[src/rtl/pe_kernel_feeder.sv]
// pe_kernel_feeder: loads a kernel burst into a local register file, then streams it to a PE for a set number of passes.
// Optional PE_KERNEL_REUSE_EN: a start with reuse replays the stored words without reloading.
module pe_kernel_feeder #(
   parameter int depth = 4,
   parameter int W = 16
) (
   input  logic             CLK,
   input  logic             RST,
   input  logic             start,
   input  logic [depth-1:0] cfgLen,
   input  logic [7:0]       cfgRep,
   input  logic             reuse,
   input  logic             wrValid,
   output logic             wrReady,
   input  logic [W-1:0]     wrData,
   input  logic             peStall,
   output logic [W-1:0]     kernelOut,
   output logic             kernelValid,
   output logic             busy,
   output logic             done
);
   typedef enum logic [1:0] {IDLE, LOAD, STREAM, DONE} state_t;
   state_t state;
   logic [W-1:0] mem [1<<depth];
   logic [depth-1:0] len, wrPtr, rdPtr;
   logic [7:0] rep, pass;
   logic loaded, wrFire, useStored;
   assign wrFire = (state == LOAD) && wrValid;
`ifdef PE_KERNEL_REUSE_EN
   assign useStored = reuse && loaded;
`else
   logic unusedReuse;
   assign unusedReuse = reuse;
   assign useStored = 1'b0;
`endif
   // Storage is deliberately left unreset.
   always_ff @(posedge CLK)
      if (wrFire) mem[wrPtr] <= wrData;
   always_ff @(posedge CLK or posedge RST) begin
      if (RST) begin
         state       <= IDLE;
         len         <= '0;
         rep         <= '0;
         wrPtr       <= '0;
         rdPtr       <= '0;
         pass        <= '0;
         loaded      <= 1'b0;
         wrReady     <= 1'b0;
         kernelOut   <= '0;
         kernelValid <= 1'b0;
         busy        <= 1'b0;
         done        <= 1'b0;
      end else begin
         case (state)
            IDLE: if (start) begin
               rep   <= cfgRep;
               wrPtr <= '0;
               rdPtr <= '0;
               pass  <= '0;
               busy  <= 1'b1;
               if (useStored) state <= STREAM;
               else begin
                  len     <= cfgLen;
                  wrReady <= 1'b1;
                  state   <= LOAD;
               end
            end
            LOAD: if (wrValid) begin
               wrPtr <= wrPtr + 1'b1;
               if (wrPtr == len) begin
                  loaded  <= 1'b1;
                  wrReady <= 1'b0;
                  state   <= STREAM;
               end
            end
            STREAM: if (peStall) kernelValid <= 1'b0;
            else begin
               kernelOut   <= mem[rdPtr];
               kernelValid <= 1'b1;
               rdPtr       <= (rdPtr == len) ? '0 : rdPtr + 1'b1;
               if (rdPtr == len) begin
                  pass <= pass + 8'd1;
                  if (pass == rep) begin
                     done  <= 1'b1;
                     state <= DONE;
                  end
               end
            end
            DONE: begin
               kernelValid <= 1'b0;
               done        <= 1'b0;
               busy        <= 1'b0;
               state       <= IDLE;
            end
            default: state <= IDLE;
         endcase
      end
   end
endmodule

[config.mk]
export PLATFORM = sky130hd
export DESIGN_NAME = pe_kernel_feeder
export DESIGN_NICKNAME = d
export VERILOG_FILES = /design/src/rtl/pe_kernel_feeder.sv
export SDC_FILE = /design/constraint.sdc
export NUM_CORES = 1
export LEC_CHECK = 0
export CAP_MARGIN = 10
export CORE_MARGIN = 3
export CORE_UTILIZATION = 60
export DETAILED_ROUTE_END_ITERATION = 10
export PLACE_DENSITY = 0.79
export SETUP_SLACK_MARGIN = 0.5
export SLEW_MARGIN = 0
export SYNTH_ARGS = -nofsm -noshare
export SYNTH_HDL_FRONTEND = slang
export SYNTH_SLANG_ARGS = --single-unit
[constraint.sdc]
create_clock -name CLK -period 6.35 [get_ports CLK]
set_input_delay 1.27 -clock CLK [delete_from_list [all_inputs] [get_ports CLK]]
set_output_delay 1.27 -clock CLK [all_outputs]
set_load 0.005 [all_outputs]
==> key figures, run 1 <==
Clock tree
  • Post-CTS setup buffer count: 0
  • Bufs on Longest Clock Path: 3
  • CTS root buf: sky130_fd_sc_hd__clkbuf_16
  • Clk pin slew, worst setup/hold paths: 60 ps
  • Count of clock tree sinks: 306
  • CTS tree: built
  • CTS H-tree depth: 1
  • Number of instances resized during post-cts repair: 0
  • Hold-fix buffers at CTS: 0
  • Clock network latency to the later pin of the worst-skew pair: 550 ps
  • TritonCTS Buffers: 29

Finish
  • Final standard cell count with taps included and fillers excluded: 980
  • Proportion of layout cells with a drive suffix above 1: 0.204
  • Sequential cell area: 0.00894 mm²
  • Number of antenna cells inserted: 0
  • Final core utilization: 0.713
  • Final-stage net count: 737
  • Post-route standard cell area excluding fillers: 0.0141 mm²
  • Post-synthesis to final-layout area growth: 14.9%
  • Total area of multi-input combinational cells: 0.00312 mm²
  • Fillcell total: 1151

Setup path
  • Required time of the worst setup path: between 6000 and 7000 ps
  • Depth of the worst register-to-register path: 5
  • Kind of launch point of the worst setup path: primary input
  • Arrival time of data at the critical path endpoint: 3330 ps
  • Crit Path Category: in -> reg
  • Beginning of the critical path: wrValid
  • Launching point of the worst reg2reg path: rdPtr[0]$_DFFE_PP0P_
  • Minimum setup slack among reg-to-reg paths: 3410 ps
  • Type of element capturing the critical path: flip-flop
  • Highest net fanout along the worst path: 16
  • Critical register-to-register path endpoint: kernelOut[4]$_DFFE_PP0P_

Synth
  • Number of enable-type register cells in the synthesized netlist: 256
  • Flop and latch count out of synthesis: about 310
  • Top area cells in the synthesized netlist: sky130_fd_sc_hd__edfxtp_1 (63%), sky130_fd_sc_hd__mux4_2 (12%), sky130_fd_sc_hd__dfrtp_1 (10%)
  • Async set or reset register ratio after synthesis: 0.163
  • Share of the synthesized area in the top cell type: 0.628
  • Netlist area before placement: ~0.012 mm²
  • Synthesized area per cell: 19.3 µm²
  • Seq/Total Area, Yosys: 0.731
  • Gate Count Post-Synth: 634
  • Synth Warn #: 0
  • Unique masters post-synth: between 40 and 50
  • Most frequently used flop master after synthesis: sky130_fd_sc_hd__edfxtp_1
  • Net count after synthesis: ~680
  • Cell type with the highest aggregate area in the netlist: sky130_fd_sc_hd__edfxtp_1

STA
  • Setup repair after global routing missed its margin: false
  • Maximum clock frequency: around 320 MHz
  • Relative slew slack: 0.195
  • Final critical-path share of the clock period: 0.498
  • Period minus WS final: 3160 ps
  • Setup Viol. Count Final: 0
  • Setup slack of the critical path after layout: 3190 ps
  • Actual transition at the worst max-transition pin: 1210 ps
  • Clock skew after layout: 10.2 ps
  • Final Hold Violating Endpoints: 0
  • Worst hold slack: 516 ps
  • Final count of pins violating max slew: 0
  • Sum Neg Setup Slack: 0 ps

Global routing
  • Wire length of the first global-routing pass: 38.6 mm
  • Maximum number of pins on one net before global-route repair: a little under 70
  • Antenna violations before repair: 0
  • Vias in the first global route: around 6700
  • Combined global-route utilization of all metal layers: 0.231
  • Total overflow reported by the global router: 0

Detailed routing
  • Iter 0 DRT Violations: approximately 510
  • Wire length per cell after detailed routing: 25.0 µm
  • Routed via count: 6195
  • Drt via density: 6.32
  • Remaining antenna violation count: 0
  • DR DRC count: 0
  • Number of iterations in the first detailed-routing pass: 5
  • Post-detailed-routing wire length: approximately 24 mm

Floorplanning
  • Die height: 149 µm
  • Floorplan row count: between 50 and 60
  • Die area: 0.0221 mm²
  • Width of the die: 149 µm
  • Starting Density: 0.621
  • Core Area: 0.0197 mm²
  • Ports placed on the boundary: 54

Placement
  • GP Congestion: 0.808
  • Placed Instance Area: 0.0130 mm²
  • IO Port Bufs: 52
  • Post-detailed-placement half-perimeter wirelength: 13.5 mm
  • Placed cells: 927
  • DP Worst Slack: 2700 ps

Hold path
  • Hold path cells: 2
  • Class of the worst hold path: reg -> reg
  • Hold path startpoint: kernelOut[11]$_DFFE_PP0P_
  • Worst min-delay path endpoint: kernelOut[11]$_DFFE_PP0P_

Outcome
  • Outcome: finished, final reports clean

Power
  • Power density of the placed cells: 398 mW/mm²
  • Total power: 5.59 mW
  • Leakage power of the design: between 4 and 5 nW
  • Peak supply drop: 0.284 mV

Flow run
  • Number of max-cap violations: 0
state kept, by name (all words and copies together), names as in the netlist:
register	cells
state	2
done	1
kernelValid	1
pass	8
mem	256
busy	1
wrReady	1
rdPtr	4
kernelOut	16
len	4
rep	8
wrPtr	4
placed cells by master (no fill, tap or decap), drive strengths merged, types with 10 or more instances in the layout:
master	n
edfxtp	256
mux4	64
clkdlybuf4s50	52
dfrtp	50
clkbuf	37
nand2	26
mux2	24
mux2i	16
nor3	16
and3	16
xor2	15
a21oi	14
nor2	11
a221o	11
nand3	11
ha	10
area by class of cell:
type,instances,area share
Clock buffer,37,0.0559
Clock inverter,16,0.0192
Inverter,7,0.00187
Multi-Input combinational cell,290,0.222
Sequential cell,306,0.636
Tap cell,265,0.0236
Timing Repair Buffer,59,0.0408
worst max path at each step:
stage                            to  slack [ps]  cells past startpoint
2_1_floorplan      busy$_DFFE_PP0P_        3880                      1
3_3_place_gp    mem[0][2]$_DFFE_PP_        2810                      4
3_5_place_dp   mem[6][14]$_DFFE_PP_        2700                      4
4_1_cts        mem[3][15]$_DFFE_PP_        3230                      4
5_1_grt        mem[3][15]$_DFFE_PP_        2990                      4
6_report        mem[2][8]$_DFFE_PP_        3190                      4
kinds of logic (layout without fill, tap and decap cells):
kind of cell	after synthesis	in the layout	synth area share
fa+ha+maj	10	10	0.0102
buf+inv	38	119	0.0142
xor+xnor	23	23	0.0171
simple gates	100	100	0.0426
flops	306	306	0.731
mux	104	104	0.153
compound gates	53	53	0.0323
worst max-delay path, stage by stage:
cell                              delay, ps
sky130_fd_sc_hd__clkdlybuf4s50_1        610
sky130_fd_sc_hd__inv_1                  130
sky130_fd_sc_hd__nor2_1                 320
sky130_fd_sc_hd__and3_1                 980
synth_stat cells (2+ instances only):
cell	count
sky130_fd_sc_hd__mux2i_1	16
sky130_fd_sc_hd__buf_2	7
sky130_fd_sc_hd__inv_1	7
sky130_fd_sc_hd__nand3_1	11
sky130_fd_sc_hd__edfxtp_1	256
sky130_fd_sc_hd__a21oi_1	14
sky130_fd_sc_hd__and2_0	2
sky130_fd_sc_hd__nand2b_1	4
sky130_fd_sc_hd__nor2_1	11
sky130_fd_sc_hd__nor3_1	16
sky130_fd_sc_hd__buf_1	7
sky130_fd_sc_hd__a21o_1	2
sky130_fd_sc_hd__nor2b_1	2
sky130_fd_sc_hd__xor2_1	14
sky130_fd_sc_hd__nand2_1	26
sky130_fd_sc_hd__dfrtp_1	50
sky130_fd_sc_hd__o21ai_0	8
sky130_fd_sc_hd__clkbuf_1	14
sky130_fd_sc_hd__mux4_2	64
sky130_fd_sc_hd__o211ai_1	2
sky130_fd_sc_hd__a221o_1	11
sky130_fd_sc_hd__nor4_1	3
sky130_fd_sc_hd__and3_1	16
sky130_fd_sc_hd__nand4_1	4
sky130_fd_sc_hd__a22o_1	4
sky130_fd_sc_hd__o31ai_1	6
sky130_fd_sc_hd__mux2_2	24
sky130_fd_sc_hd__xnor2_1	8
sky130_fd_sc_hd__ha_1	10
where the power goes:
part           switching (mW)  total, mW  internal [mW]
registers               0.150       2.48           2.33
logic                   0.580       1.22          0.641
clock network           0.724       1.89           1.16
routing by layer:
metal,GRT usage,part of all wire,up-vias
met2,0.385,0.51,240
met4,0.0691,0.029,0
li1,-,-,2684
met1,0.319,0.39,3211
met3,0.0416,0.068,60
met5,0,0,-
Power figures use the tool's default switching activity.
==> run 2, diff against run 1 <==
clock period = 3.1 ns   (was 6.35 ns; I/O delays follow)
==> key figures, run 2 (same netlist as run 1, synthesis figures left out) <==
Global routing
  • Busiest grt layer: met2
  • Combined global-route utilization of all metal layers: 0.236 (+0.00533)
  • Maximum number of pins on one net before global-route repair: 68 (unchanged)
  • Wire length of the first global-routing pass: 39.2 mm (+1.5%)
  • Antenna violations before repair: 0 (unchanged)
  • Met1 global-route usage: 0.324 (+0.00495)
  • Met3 routing resource usage after global routing: 0.0477 (+0.00608)
  • Vias in the first global route: 6679 (+0.075%)
  • Met2 routing resource usage after global routing: 0.390 (+0.00546)
  • Total overflow reported by the global router: 0 (unchanged)

Floorplanning
  • Starting Density: 0.621 (unchanged)
  • Die height: 149 µm (unchanged)
  • Floorplan row count: 51 (unchanged)
  • Ports placed on the boundary: 54 (unchanged)
  • Die area: 0.0221 mm² (unchanged)
  • Width of the die: 149 µm (unchanged)
  • Core Area: 0.0197 mm² (unchanged)

Detailed routing
  • Iter 0 DRT Violations: 650 (+27%)
  • Number of iterations in the first detailed-routing pass: 5 (unchanged)
  • Routed via count: 6424 (+3.7%)
  • DR DRC count: 0 (unchanged)
  • Post-detailed-routing wire length: 25.5 mm (+4.2%)
  • Drt via density: 6.40 (+1.2%)
  • Remaining antenna violation count: 0 (unchanged)
  • Wire length per cell after detailed routing: 25.4 µm (+1.7%)

Finish
  • Number of antenna cells inserted: 0 (unchanged)
  • Final-stage net count: 761 (+3.3%)
  • Commonest non-fill, non-tap cells in the layout: sky130_fd_sc_hd__edfxtp_1 (256), sky130_fd_sc_hd__mux4_2 (64), sky130_fd_sc_hd__clkdlybuf4s50_1 (52), sky130_fd_sc_hd__dfrtp_1 (48), sky130_fd_sc_hd__clkbuf_16 (30)
  • Number of flip-flops in the largest register: 256 (unchanged)
  • Post-synthesis to final-layout area growth: 16.5%
  • Final core utilization: 0.723 (+0.0103)
  • Largest Register: mem
  • Most common cell after layout, fill and taps aside: sky130_fd_sc_hd__edfxtp_1
  • Proportion of layout cells with a drive suffix above 1: 0.234 (+0.0299)
  • Biggest registers after layout: mem x256, kernelOut x16

STA
  • Actual transition at the worst max-transition pin: 808 ps (-399 ps)
  • Relative slew slack: 0.459 (+0.264)
  • Setup Viol. Count Final: 0 (unchanged)
  • Final Hold Violating Endpoints: 0 (unchanged)
  • Maximum clock frequency: ~440 MHz
  • Final critical-path share of the clock period: 0.741
  • Sum Neg Setup Slack: 0 ps (unchanged)
  • Clock skew after layout: 16.1 ps (+5.83 ps)
  • Setup repair after global routing missed its margin: false
  • Period minus WS final: ~2300 ps
  • Final count of pins violating max slew: 0 (unchanged)

Outcome
  • Outcome: finished, final reports clean

Setup path
  • Arrival time of data at the critical path endpoint: 2730 ps (-600 ps)
  • Crit Path Category: reg -> reg
  • Highest net fanout along the worst path: 31 (+15)
  • Required time of the worst setup path: 3540 ps (-2980 ps)
  • Kind of launch point of the worst setup path: flip-flop
  • Type of element capturing the critical path: flip-flop

Clock tree
  • CTS root buf: sky130_fd_sc_hd__clkbuf_16
  • Bufs on Longest Clock Path: 3 (unchanged)
  • CTS tree: built
  • Clk pin slew, worst setup/hold paths: 60 ps (about the same)
  • TritonCTS Buffers: 30 (+3.4%)
  • Post-CTS setup buffer count: 0 (unchanged)
  • Count of clock tree sinks: 306 (unchanged)
  • CTS H-tree depth: 1 (unchanged)
  • Clock network latency to the later pin of the worst-skew pair: 560 ps (about the same)

Power
  • Leakage power of the design: 4.89 nW (+2.6%)
  • Peak supply drop: 0.516 mV (+81%)
  • Power density of the placed cells: 801 mW/mm² (+100%)

Placement
  • IO Port Bufs: 52 (unchanged)
  • GP Congestion: 0.786 (-2.7%)
  • Post-detailed-placement half-perimeter wirelength: 14.8 mm (+9.6%)

Hold path
  • Class of the worst hold path: in -> async

Flow run
  • Number of max-cap violations: 0 (unchanged)
## run 2: cell count changes in the layout (fill, tap and decap cells not counted), moves of 2 or more
| cell | delta |
|---|---|
| sky130_fd_sc_hd__buf_12 | +3 |
| sky130_fd_sc_hd__clkbuf_1 | -3 |
| sky130_fd_sc_hd__buf_4 | +20 |
| sky130_fd_sc_hd__clkinvlp_4 | +2 |
| sky130_fd_sc_hd__clkinv_2 | +2 |
| sky130_fd_sc_hd__clkbuf_8 | -2 |
## run 2: metrics by stage
stage	power [mW]	instance area [µm²]	hold WS (ps)	setup WS, ps	cells
detailed placement	7.72	13200	483	548	950
floorplan	6.89	12200	484	1100	634
global placement	7.62	13200	492	610	950
finish	11.4	14300	353	804	1004
global route	11.9	14300	393	662	1004
CTS	11.5	14300	357	697	1004
## run 2: final timing paths
kind,start,to,slack [ps],cells after the start
worst max-delay path,rdPtr[0]$_DFFE_PP0P_,kernelOut[9]$_DFFE_PP0P_,800,5
worst min-delay path,RST,pass[7]$_DFFE_PP0P_,350,2
worst max register to register,rdPtr[0]$_DFFE_PP0P_,kernelOut[9]$_DFFE_PP0P_,800,5
worst min register to register,kernelOut[11]$_DFFE_PP0P_,kernelOut[11]$_DFFE_PP0P_,490,2
max in group asynchronous,RST,kernelOut[12]$_DFFE_PP0P_,2080,3
min in group CLK,kernelOut[11]$_DFFE_PP0P_,kernelOut[11]$_DFFE_PP0P_,490,2
## run 2: where the power goes
group          leakage, nW  total (mW)  switching [mW]  internal [mW]
Clock                0.509        3.77            1.47           2.29
Combinational         1.45        2.59            1.24           1.35
Sequential            2.93        5.07           0.289           4.78
## run 2: final cells by class
| cell class | count | area [µm²] |
|---|---|---|
| inverter | 7 | 26.3 |
| tap | 265 | 332 |
| clock buffer | 33 | 772 |
| fill | 1119 | 5460 |
| timing repair buffer | 82 | 783 |
| sequential | 306 | 8940 |
| multi-input combinational | 290 | 3130 |
| clock inverter | 21 | 274 |
## run 2: worst max-delay path: stages (launching register included)
cell and delay [ps]:
sky130_fd_sc_hd__dfrtp_4 680, sky130_fd_sc_hd__buf_12 320, sky130_fd_sc_hd__mux4_2 550, sky130_fd_sc_hd__mux2i_1 250, sky130_fd_sc_hd__nor3_1 90, sky130_fd_sc_hd__a221o_1 280
## run 2: per-layer routing
metal	wire length, µm	part of all wire
met2	12700	0.50
met5	0	0
met4	942	0.037
met3	2210	0.087
met1	9630	0.38
## run 2: repair_timing
| item | 4_1_cts | 5_1_grt |
|---|---|---|
| endpoints found under the setup margin | 0 | 8 |
| gates resized for setup | 0 | 1 |
| hold buffers | 0 | 0 |
==> run 3, diff against run 2 <==
CORE_UTILIZATION = 54   (was 60)
PLACE_DENSITY = 0.75   (was 0.79)
clock period = 2.05 ns   (was 3.1 ns; I/O delays follow)
==> key figures, run 3 (same netlist as run 1, synthesis figures left out) <==
Finish
  • Total area of multi-input combinational cells: 0.00349 mm² (+12%)
  • Final-stage net count: 856 (+12%)
  • Biggest registers after layout: mem x256, kernelOut x16
  • Fillcell total: 1255 (+12%)
  • Final standard cell count with taps included and fillers excluded: 1117 (+11%)
  • Post-route standard cell area excluding fillers: 0.0160 mm² (+12%)
  • Proportion of layout cells with a drive suffix above 1: 0.395 (+0.161)
  • Most common cell after layout, fill and taps aside: sky130_fd_sc_hd__edfxtp_1
  • Largest Register: mem
  • Number of flip-flops in the largest register: 256 (unchanged)
  • Commonest non-fill, non-tap cells in the layout: sky130_fd_sc_hd__edfxtp_1 (256), sky130_fd_sc_hd__mux4_2 (64), sky130_fd_sc_hd__dfrtp_1 (46), sky130_fd_sc_hd__buf_4 (45), sky130_fd_sc_hd__buf_12 (37)
  • Number of antenna cells inserted: 0 (unchanged)
  • Sequential cell area: 0.00895 mm² (about the same)
  • Post-synthesis to final-layout area growth: 30.6%

Placement
  • GP Congestion: 0.811 (+3.1%)
  • Placed Instance Area: 0.0136 mm² (+2.6%)
  • IO Port Bufs: 52 (unchanged)
  • Placed cells: 968 (+1.9%)
  • Post-detailed-placement half-perimeter wirelength: 14.9 mm (+1.2%)

Setup path
  • Crit Path Category: reg -> reg
  • Highest net fanout along the worst path: 6 (-81%)
  • Kind of launch point of the worst setup path: flip-flop
  • Type of element capturing the critical path: flip-flop
  • Required time of the worst setup path: 2490 ps (-1050 ps)
  • Arrival time of data at the critical path endpoint: 2470 ps (-260 ps)

Global routing
  • Met2 routing resource usage after global routing: 0.423 (+0.0326)
  • Met1 global-route usage: 0.313 (-0.0113)
  • Busiest grt layer: met2
  • Maximum number of pins on one net before global-route repair: 68 (unchanged)
  • Combined global-route utilization of all metal layers: 0.246 (+0.0100)
  • Wire length of the first global-routing pass: 44.6 mm (+14%)
  • Antenna violations before repair: 0 (unchanged)
  • Met3 routing resource usage after global routing: 0.0465 (-0.00125)
  • Vias in the first global route: 7268 (+8.8%)
  • Total overflow reported by the global router: 0 (unchanged)

Detailed routing
  • Routed via count: 7054 (+9.8%)
  • Drt via density: 6.32 (-1.3%)
  • DR DRC count: 0 (unchanged)
  • Post-detailed-routing wire length: 31.1 mm (+22%)
  • Wire length per cell after detailed routing: 27.8 µm (+9.4%)
  • Number of iterations in the first detailed-routing pass: 5 (unchanged)
  • Iter 0 DRT Violations: 698 (+7.4%)
  • Remaining antenna violation count: 0 (unchanged)

Floorplanning
  • Die height: 157 µm (+5.2%)
  • Core Area: 0.0220 mm² (+12%)
  • Starting Density: 0.555 (-0.0650)
  • Floorplan row count: 54 (+5.9%)
  • Ports placed on the boundary: 54 (unchanged)
  • Width of the die: 157 µm (+5.2%)
  • Die area: 0.0245 mm² (+11%)

Clock tree
  • Hold-fix buffers at CTS: 0 (unchanged)
  • TritonCTS Buffers: 31 (+3.3%)
  • CTS tree: built
  • CTS root buf: sky130_fd_sc_hd__clkbuf_16
  • Count of clock tree sinks: 306 (unchanged)
  • CTS H-tree depth: 1 (unchanged)
  • Clk pin slew, worst setup/hold paths: 60 ps (about the same)
  • Clock network latency to the later pin of the worst-skew pair: 570 ps (about the same)
  • Bufs on Longest Clock Path: 3 (unchanged)

STA
  • Setup repair after global routing missed its margin: true
  • Final critical-path share of the clock period: 0.988 (+0.248)
  • Final Hold Violating Endpoints: 0 (unchanged)
  • Period minus WS final: 2030 ps (-270 ps)
  • Setup Viol. Count Final: 0 (unchanged)
  • Actual transition at the worst max-transition pin: 725 ps (-83.2 ps)
  • Maximum clock frequency: 494 MHz (+13%)
  • Final count of pins violating max slew: 0 (unchanged)
  • Clock skew after layout: 11.9 ps (-4.13 ps)
  • Relative slew slack: 0.516 (+0.0573)

Hold path
  • Class of the worst hold path: in -> async

Outcome
  • Outcome: finished, final reports clean

Power
  • Peak supply drop: 0.766 mV (+48%)
  • Power density of the placed cells: 1200 mW/mm² (+49%)
  • Total power: 19.1 mW (+68%)
  • Leakage power of the design: 5.60 nW (+15%)

Flow run
  • Number of max-cap violations: 0 (unchanged)
[run 3: cell count changes in the layout (fill, tap and decap cells not counted), sizes merged]
cell / change
clkinv: -9
bufinv: -3
buf: +109
clkbuf: +20
and3: +1
clkdlybuf4s50: -20
[run 3: worst paths after layout]
kind                                           start                         to  slack [ps]  cells after the start
min in group CLK                           cfgRep[7]         rep[7]$_DFFE_PP0P_         470                      2
hold reg to reg            kernelOut[13]$_DFFE_PP0P_  kernelOut[13]$_DFFE_PP0P_         520                      2
hold / removal                                   RST         len[2]$_DFFE_PP0P_         220                      2
setup / recovery                rdPtr[0]$_DFFE_PP0P_   kernelOut[8]$_DFFE_PP0P_          20                      6
setup reg to reg                rdPtr[0]$_DFFE_PP0P_   kernelOut[8]$_DFFE_PP0P_          20                      6
max in group asynchronous                        RST       wrPtr[2]$_DFFE_PP0P_        1260                      3
[run 3: final cells by class]
type,instances,share of cell area
Sequential cell,306,0.560
Multi-Input combinational cell,291,0.218
Timing Repair Buffer,175,0.134
Clock buffer,49,0.0553
Tap cell,280,0.0219
Clock inverter,9,0.00838
Inverter,7,0.00188
[run 3: through the flow]
stage	setup TNS [ps]	util	hold slack [ps]	worst slack [ps]
6_report	0	0.726	220	24.3
5_1_grt	-19.8	0.726	211	-19.8
4_1_cts	0	0.704	191	51.5
3_5_place_dp	-1440	0.615	494	-147
3_3_place_gp	-1250	0.615	491	-119
2_1_floorplan	0	-	452	269
[run 3: layer usage]
layer,share of wire,up-vias
li1,-,2935
met1,0.36,3666
met2,0.52,360
met3,0.077,93
met4,0.043,0
met5,0,-
[run 3: power breakdown]
| part | switching [mW] | internal (mW) | leakage (nW) |
|---|---|---|---|
| sequential | 0.387 | 7.23 | 2.93 |
| combinational | 2.77 | 3.19 | 2.18 |
| clock | 2.25 | 3.33 | 0.488 |
[run 3: timing repair]
action                     CTS  global route
gates resized for setup    124            39
gates cloned                 9             5
pin swaps                   16            19
setup endpoints to repair  319           304
setup buffers               56            21
hold endpoints to repair     0             0
[run 3: critical path: stages (launching register included)]
cell and delay [ps]:
sky130_fd_sc_hd__dfrtp_4 490, sky130_fd_sc_hd__buf_4 180, sky130_fd_sc_hd__buf_16 140, sky130_fd_sc_hd__mux4_2 530, sky130_fd_sc_hd__mux2i_1 190, sky130_fd_sc_hd__nor3_1 90
sky130_fd_sc_hd__a221o_1 280
